`src/rtl/tile_rom_server_pkg.sv`:
```
// Shared constants and FSM encoding for the tile ROM server.
package tile_rom_server_pkg;

    localparam int MEM_DEPTH    = 256;
    localparam int ADDR_W       = 8;
    localparam int PIX_W        = 3;
    localparam int READ_LATENCY = 2;

    typedef enum logic {
        ST_INIT  = 1'b0,
        ST_SERVE = 1'b1
    } state_t;

endpackage

```
`src/rtl/tile_rom_server_mem.sv`:
```
// 256x3 pixel store: one write port, one asynchronous read port with write-through bypass.
module tile_mem
    import tile_rom_server_pkg::*;
(
    input  logic              i_clk,
    input  logic              i_we,
    input  logic [ADDR_W-1:0] i_waddr,
    input  logic [PIX_W-1:0]  i_wdata,
    input  logic [ADDR_W-1:0] i_raddr,
    output logic [PIX_W-1:0]  o_rdata
);

    logic [PIX_W-1:0] r_mem [MEM_DEPTH];

    // No reset on the array: contents survive reset and are rewritten by INIT.
    always_ff @(posedge i_clk) begin
        if (i_we) r_mem[i_waddr] <= i_wdata;
    end

    assign o_rdata = (i_we && (i_waddr == i_raddr)) ? i_wdata : r_mem[i_raddr];

endmodule

```
`src/rtl/tile_rom_server.sv`:
```
// Tile pixel server: INIT fills memory with k[2:0], SERVE answers reads with 2-cycle latency.
module tile_rom_server
    import tile_rom_server_pkg::*;
(
    input  logic              vgaclk,
    input  logic              reset,
    input  logic              pixelEN,
    input  logic [ADDR_W-1:0] addr,
    input  logic              inv,
    output logic              romEN,
    output logic              r,
    output logic              g,
    output logic              b,
    input  logic              ld_valid,
    output logic              ld_ready,
    input  logic [ADDR_W-1:0] ld_addr,
    input  logic [PIX_W-1:0]  ld_data,
    output logic              init_done
);

    state_t                  r_state, w_state_nxt;
    logic [ADDR_W-1:0]       r_cnt;
    logic [READ_LATENCY-1:0] r_vld;
    logic [ADDR_W-1:0]       r_s1_addr;
    logic                    r_s1_inv;
    logic                    r_s1_init;
    logic [PIX_W-1:0]        r_rgb;

    logic                    w_we;
    logic [ADDR_W-1:0]       w_waddr;
    logic [PIX_W-1:0]        w_wdata;
    logic [PIX_W-1:0]        w_rdata;
    logic                    w_ld_ready;

    always_ff @(posedge vgaclk or negedge reset) begin
        if (!reset) begin
            r_state <= ST_INIT;
            r_cnt   <= '0;
        end else begin
            r_state <= w_state_nxt;
            if (r_state == ST_INIT) r_cnt <= r_cnt + 1'b1;
        end
    end

    // INIT owns the write port; loader writes only in SERVE and only on idle pixel cycles.
    always_comb begin
        w_state_nxt = r_state;
        w_ld_ready  = 1'b0;
        w_we        = 1'b0;
        w_waddr     = ld_addr;
        w_wdata     = ld_data;
        case (r_state)
            ST_INIT: begin
                w_we    = 1'b1;
                w_waddr = r_cnt;
                w_wdata = r_cnt[PIX_W-1:0];
                if (r_cnt == ADDR_W'(MEM_DEPTH - 1)) w_state_nxt = ST_SERVE;
            end
            ST_SERVE: begin
                w_ld_ready = ~pixelEN;
                w_we       = ld_valid & ~pixelEN;
            end
            default: w_state_nxt = ST_INIT;
        endcase
    end

    tile_mem u_mem (
        .i_clk   (vgaclk),
        .i_we    (w_we),
        .i_waddr (w_waddr),
        .i_wdata (w_wdata),
        .i_raddr (r_s1_addr),
        .o_rdata (w_rdata)
    );

    // r_vld[0] = stage 1 holds a request, r_vld[LAT-1] = romEN.
    always_ff @(posedge vgaclk or negedge reset) begin
        if (!reset) begin
            r_vld     <= '0;
            r_s1_addr <= '0;
            r_s1_inv  <= 1'b0;
            r_s1_init <= 1'b0;
            r_rgb     <= '0;
        end else begin
            r_vld <= {r_vld[READ_LATENCY-2:0], pixelEN};
            if (pixelEN) begin
                r_s1_addr <= addr;
                r_s1_inv  <= inv;
                r_s1_init <= (r_state == ST_INIT);
            end
            if (r_vld[0]) r_rgb <= r_s1_init ? '0 : (w_rdata ^ {PIX_W{r_s1_inv}});
        end
    end

    assign romEN     = r_vld[READ_LATENCY-1];
    assign {r, g, b} = r_rgb;
    assign ld_ready  = w_ld_ready;
    assign init_done = (r_state == ST_SERVE);

endmodule

```
`config.mk`:
```
export PLATFORM = sky130hd
export DESIGN_NAME = tile_rom_server
export DESIGN_NICKNAME = d
export VERILOG_FILES = /design/src/rtl/tile_rom_server_pkg.sv /design/src/rtl/tile_rom_server_mem.sv /design/src/rtl/tile_rom_server.sv
export SDC_FILE = /design/constraint.sdc
export NUM_CORES = 1
export LEC_CHECK = 0
export ABC_AREA = 1
export CAP_MARGIN = 40
export CORE_MARGIN = 8
export CORE_UTILIZATION = 35
export CTS_BUF_LIST = sky130_fd_sc_hd__clkbuf_4 sky130_fd_sc_hd__clkbuf_8 sky130_fd_sc_hd__clkbuf_16
export CTS_CLUSTER_DIAMETER = 200
export DETAILED_ROUTE_END_ITERATION = 6
export DONT_BUFFER_PORTS = 1
export GPL_TIMING_DRIVEN = 1
export PLACE_DENSITY = 0.56
export SETUP_SLACK_MARGIN = 0.2
export SLEW_MARGIN = 20
export SYNTH_ARGS = -nofsm -noshare
export SYNTH_HDL_FRONTEND = slang
export SYNTH_SLANG_ARGS = --single-unit
```
`constraint.sdc`:
```
create_clock -name vgaclk -period 7.3 [get_ports vgaclk]
set_input_delay 1.095 -clock vgaclk [delete_from_list [all_inputs] [get_ports vgaclk]]
set_output_delay 1.095 -clock vgaclk [all_outputs]
set_load 0.1 [all_outputs]
```
Word level (Yosys, flattened, before mapping)
Memory sizes are Yosys's and may differ from the RTL's.
Cells that the tools add are included.
- register bits: 24
- memory bits (writable): 768
- word-level logic and storage cells: 26
- memories: 1
- memories (name ; words ; bits a word ; read ports ; clocked after memory_dff ; wr ports ; line ; text):
    u_mem.r_mem ; 256 ; 3 ; 1 ; 0 ; 1 ; tile_rom_server_mem.sv:13 ; logic [PIX_W-1:0] r_mem [MEM_DEPTH];
- add/subtract/negate cells: 1
- equality and inequality tests: 2
- muxes and demuxes: 10
- bitwise operators: 4
- reductions and logical operators: 1
- operators with widths (operator ; number):
    $mux W3 ; 3
    $add A8 B1 Y8 const B ; 1
    $eq A8 B8 Y1 ; 1
    $eq A8 B8 Y1 const B ; 1
    $mux W8 ; 1
    $mux W1 ; 5
    $xor A3 B3 Y3 ; 1
    $not A1 Y1 ; 2
    $pmux W1 S2 ; 1
    $and A1 B1 Y1 ; 1
    $logic_and A1 B1 Y1 ; 1

Logic depth before layout (Yosys ltp)
- word-level depth: 7
- mapped depth: 18

Cells and area by module
Synthesis repeated with hierarchy kept, for this count alone.
- cells, all modules: 3062
- area, all modules: 33594.7 um^2
- by module, submodules not included (module ; times used ; cells each ; area an instance (um^2)):
    tile_mem ; 1 ; 2914 ; 32476.1
    tile_rom_server ; 1 ; 148 ; 1118.6

Worst setup path before layout
Ideal clock, no wire load.
- path kind: flip-flop to flip-flop
- start: reg r_state (netlist: init_done)
- end: mem u_mem.r_mem[0][1], data pin
- arrival: 4182 ps
- path slack: 2340 ps
- stages on the path, launching flop included: 5
- cells stage by stage: dfrtp_1 buf_6 buf_4 a21oi_1 inv_1
- word-level cells in the longest chain between the ends: 1
- ends and longest elaborated chain (element ; line ; text):
    start: declaration ; tile_rom_server.sv:21 ; state_t r_state, w_state_nxt;
    start signal: assignment ; tile_rom_server.sv:40 ; r_state <= w_state_nxt;
    $mux W3 ; tile_rom_server.sv:52 ; case (r_state)
    via u_mem.i_wdata[1] ; tile_rom_server_mem.sv:8 ; input logic [PIX_W-1:0] i_wdata,
    end: declaration ; tile_rom_server_mem.sv:13 ;
The timed path passes the listed nets, and every way through them passes these cells.

Final worst setup path
- start: reg r_s1_addr[1]
- end: reg r_rgb[1]
- word-level cells in the longest chain between the ends: 5
- elaborated cells between the ends (all ways): 6
- ends and longest elaborated chain (element ; line ; text):
    start: declaration ; tile_rom_server.sv:24 ; logic [ADDR_W-1:0] r_s1_addr;
    start signal: assignment ; tile_rom_server.sv:87 ; r_s1_addr <= addr;
    parallel branches: the longest is 2 deep, another holds $mem_v2 Z256 W3 ; n/a ;
    $mux W3 (*) ; tile_rom_server_mem.sv:20 ; assign o_rdata = (i_we && (i_waddr == i_raddr)) ? i_wdata : r_mem[i_raddr];
    $xor A3 B3 Y3 (*) ; tile_rom_server.sv:91 ; if (r_vld[0]) r_rgb <= r_s1_init ? '0 : (w_rdata ^ {PIX_W{r_s1_inv}});
    $mux W3 (*) ; tile_rom_server.sv:91 ;
    end signal: assignment ; tile_rom_server.sv:91 ;
    end: declaration ; tile_rom_server.sv:27 ; logic [PIX_W-1:0] r_rgb;
Every way passes the cells marked *.
A chain may end at the register's enable or synchronous reset.

==> reports/qor.yml <==
run_status:
  status: "complete, no violations"
power:
  power_leakage_nw: 12.3
  p_sw_mw: 2.36
  seqPwrFrac: 0.502
  p_int_mw: 7.51
  p_clk_frac: 0.419
  swShare: 0.239
  irDropWorstVdd_mv: 0.217
  power_mw: 9.87
  power.density_nw_per_um2: 264
  combPwrFrac: 0.079
floorplan:
  dieArea_um2: 106000
  floorplan.initialDensity: 0.353
  die_h_um: 326
  die_w_um: 326
  num_rows: 113
  pin_count: 30
  core_um2: 95200
final_layout:
  final_area_um2: 37300
  final_cell_mix: "891 x nand2_1, 768 x edfxtp_1, 757 x nand3_1"
  final_common_cell: "nand2_1"
  drive_gt1_frac: 0.0697
  fin_cells: 4295
  n_fill_cell: 9138
  final_nets: 2985
  syn_to_final_growth_pct: 11.0
synth:
  synth_nets: 3065
  syn_area_per_cell_um2: 11.1
  synth.ff_latch_count: 792
  ys_seq_area_frac: 0.704
  syn_area_um2: 33600
  syn_inst: 3040
  yosys_warnings: 0
  ys_types: 32
cts:
  clk_latency_ns: 0.66
  cts_buffer_depth: 3
  hold_buffers: 0
  postCtsSetupBuffers: 0
  clockRootBuffer: "clkbuf_16"
  numCtsBuffers: 80
  cts_tree: "done"
  cts_sinks: 792
  path_clk_slew_ns: 0.06
  cts_resized: 0
  cts_max_level: 3
critical_path:
  critPathMaxFanout: 62
  critical_path_class: "register to register"
  cp_top_family: "buffers and inverters"
  startpoint_type: "register"
  crit_arrival_ns: 4.51
  worst-endpoint-required_ns: 7.84
  cp_slowest_stage_delay_ns: 0.84
  cp_slowest_cell: "dfrtp_4"
  endpoint_kind: "register"
  cp_common_cell: "nand3_1"
  critPathBufInv: 3
  path_cells: "buf_4 -> buf_4 -> buf_16 -> nand3_1 -> nand3_1 -> nand3_1 -> nand3_1 -> nand2_1 -> nand2_1 -> nand3_1 -> nand3_1 -> nand2_1 -> nand2_1 -> nand3_1 -> nand3_1 -> nand2_1"
global_routing:
  grt_overflow: 0
  grt_max_degree: 201
  grt_pass1_vias: 22000
  antenna_found_initial: 6
  track_usage: 0.166
  grt_pass1_wl_um: 137000
routing:
  drtPass1Iterations: 5
  drtAntennaViolNets: 0
  drc: 0
  dr.first_iter.drc_count: 2205
  wl_per_cell_um: 21.1
  via_per_inst: 5.18
  vias: 22200
  routed_wl_um: 90700
timing:
  rsz0062_at_grt: "no"
  max_clock_freq_mhz: 252
  slew_violations: 0
  slew_headroom: 0.344
  setup_slack_ns: 3.32
  hold_viol: 0
  setup_viol: 0
  period_minus_slack_ns: 3.98
  tns_ns: 0
  fin_crit_sh: 0.545
  fin_worst_skew_ns: 0.0329
  tightest_slew_ns: 0.984
place:
  io_buffers: 0
  dp_cells: 4142
  place_ws_ns: 3.39
  place_area_um2: 34700
  gp_congestion: 0.815
  place_hpwl_um: 50800
hold_path:
  hold_path_class: "input port to async pin"
run:
  cap_violations: 0
## cell type report
class	count	area, um2	area share
well taps	1265	1580	0.0424
diodes	3	7.51	0.000201
clock inverters	40	417	0.0112
multi-input cells	1990	8570	0.229
clock buffers	109	2240	0.0600
inverters	53	244	0.00654
repair buffers	43	601	0.0161
flip-flops and latches	792	23700	0.634
## sequential cells by signal, summed over array words and instances, names as in the netlist
signal / flops
u_mem.r_mem: 768
r_s1_addr: 8
r_s1_inv: 1
r_vld: 2
r_cnt: 8
init_done: 1
r_rgb: 3
r_s1_init: 1
## synthesized netlist by cell type (all sizes together)
cell	number	area, um2
a21oi	8	43.8
buf	159	1040
clkbuf	46	173
clkinv	3	11.3
dfrtp	24	601
edfxtp	768	23100
ha	1	12.5
inv	50	195
nand2	900	3390
nand3	757	3790
nor2	292	1100
nor3	2	10.0
nor3b	1	7.51
nor4	1	12.5
o2111ai	1	8.76
o21a	1	7.51
o21ai	14	81.3
o221ai	1	15.0
o22ai	3	18.8
or2	3	18.8
xor2	5	43.8
## cells by family (layout without fill, tap and decap cells)
| group | Yosys count | after routing | synth area share |
|---|---|---|---|
| other cells | 0 | 3 | 0 |
| simple gates | 1956 | 1956 | 0.247 |
| fa+ha+maj | 1 | 1 | 0.000372 |
| flops | 792 | 792 | 0.704 |
| compound gates | 28 | 28 | 0.00521 |
| xor+xnor | 5 | 5 | 0.00130 |
| buf+inv | 258 | 245 | 0.0421 |
## worst paths after layout
check,start,to,slack (ns),cells past startpoint
max in group asynchronous,reset,r_s1_addr[1]$_DFFE_PN0P_,7.07,0
min reg2reg,r_vld[0]$_DFF_PN0_,r_vld[1]$_DFF_PN0_,0.38,0
min,reset,r_rgb[2]$_DFFE_PN0P_,0.13,0
min in group vgaclk,r_vld[0]$_DFF_PN0_,r_vld[1]$_DFF_PN0_,0.38,0
max,r_s1_addr[1]$_DFFE_PN0P_,r_rgb[1]$_DFFE_PN0P_,3.32,16
max reg2reg,r_s1_addr[1]$_DFFE_PN0P_,r_rgb[1]$_DFFE_PN0P_,3.32,16
## power groups by stage
stage	logic, mW	registers (mW)	clock network [mW]
final	0.781	4.96	4.13
after global routing	0.875	4.96	4.36
after CTS	0.784	4.96	4.20
after detailed placement	0.781	5.05	0
after global placement	0.747	5.07	0
after floorplan	0.592	5.03	0
## through the flow
stage,hold WS [ns],util
after global routing,0.111,0.392
final,0.126,0.392
after floorplan,0.354,-
after CTS,0.0917,0.392
after global placement,0.375,0.361
after detailed placement,0.364,0.364
## routing by layer
metal / part of all wire / track usage
met1: 0.43 / 0.228
met2: 0.46 / 0.266
met3: 0.067 / 0.0253
met4: 0.034 / 0.0619
met5: 0.00026 / 0
(Power assumes the default switching activity.)
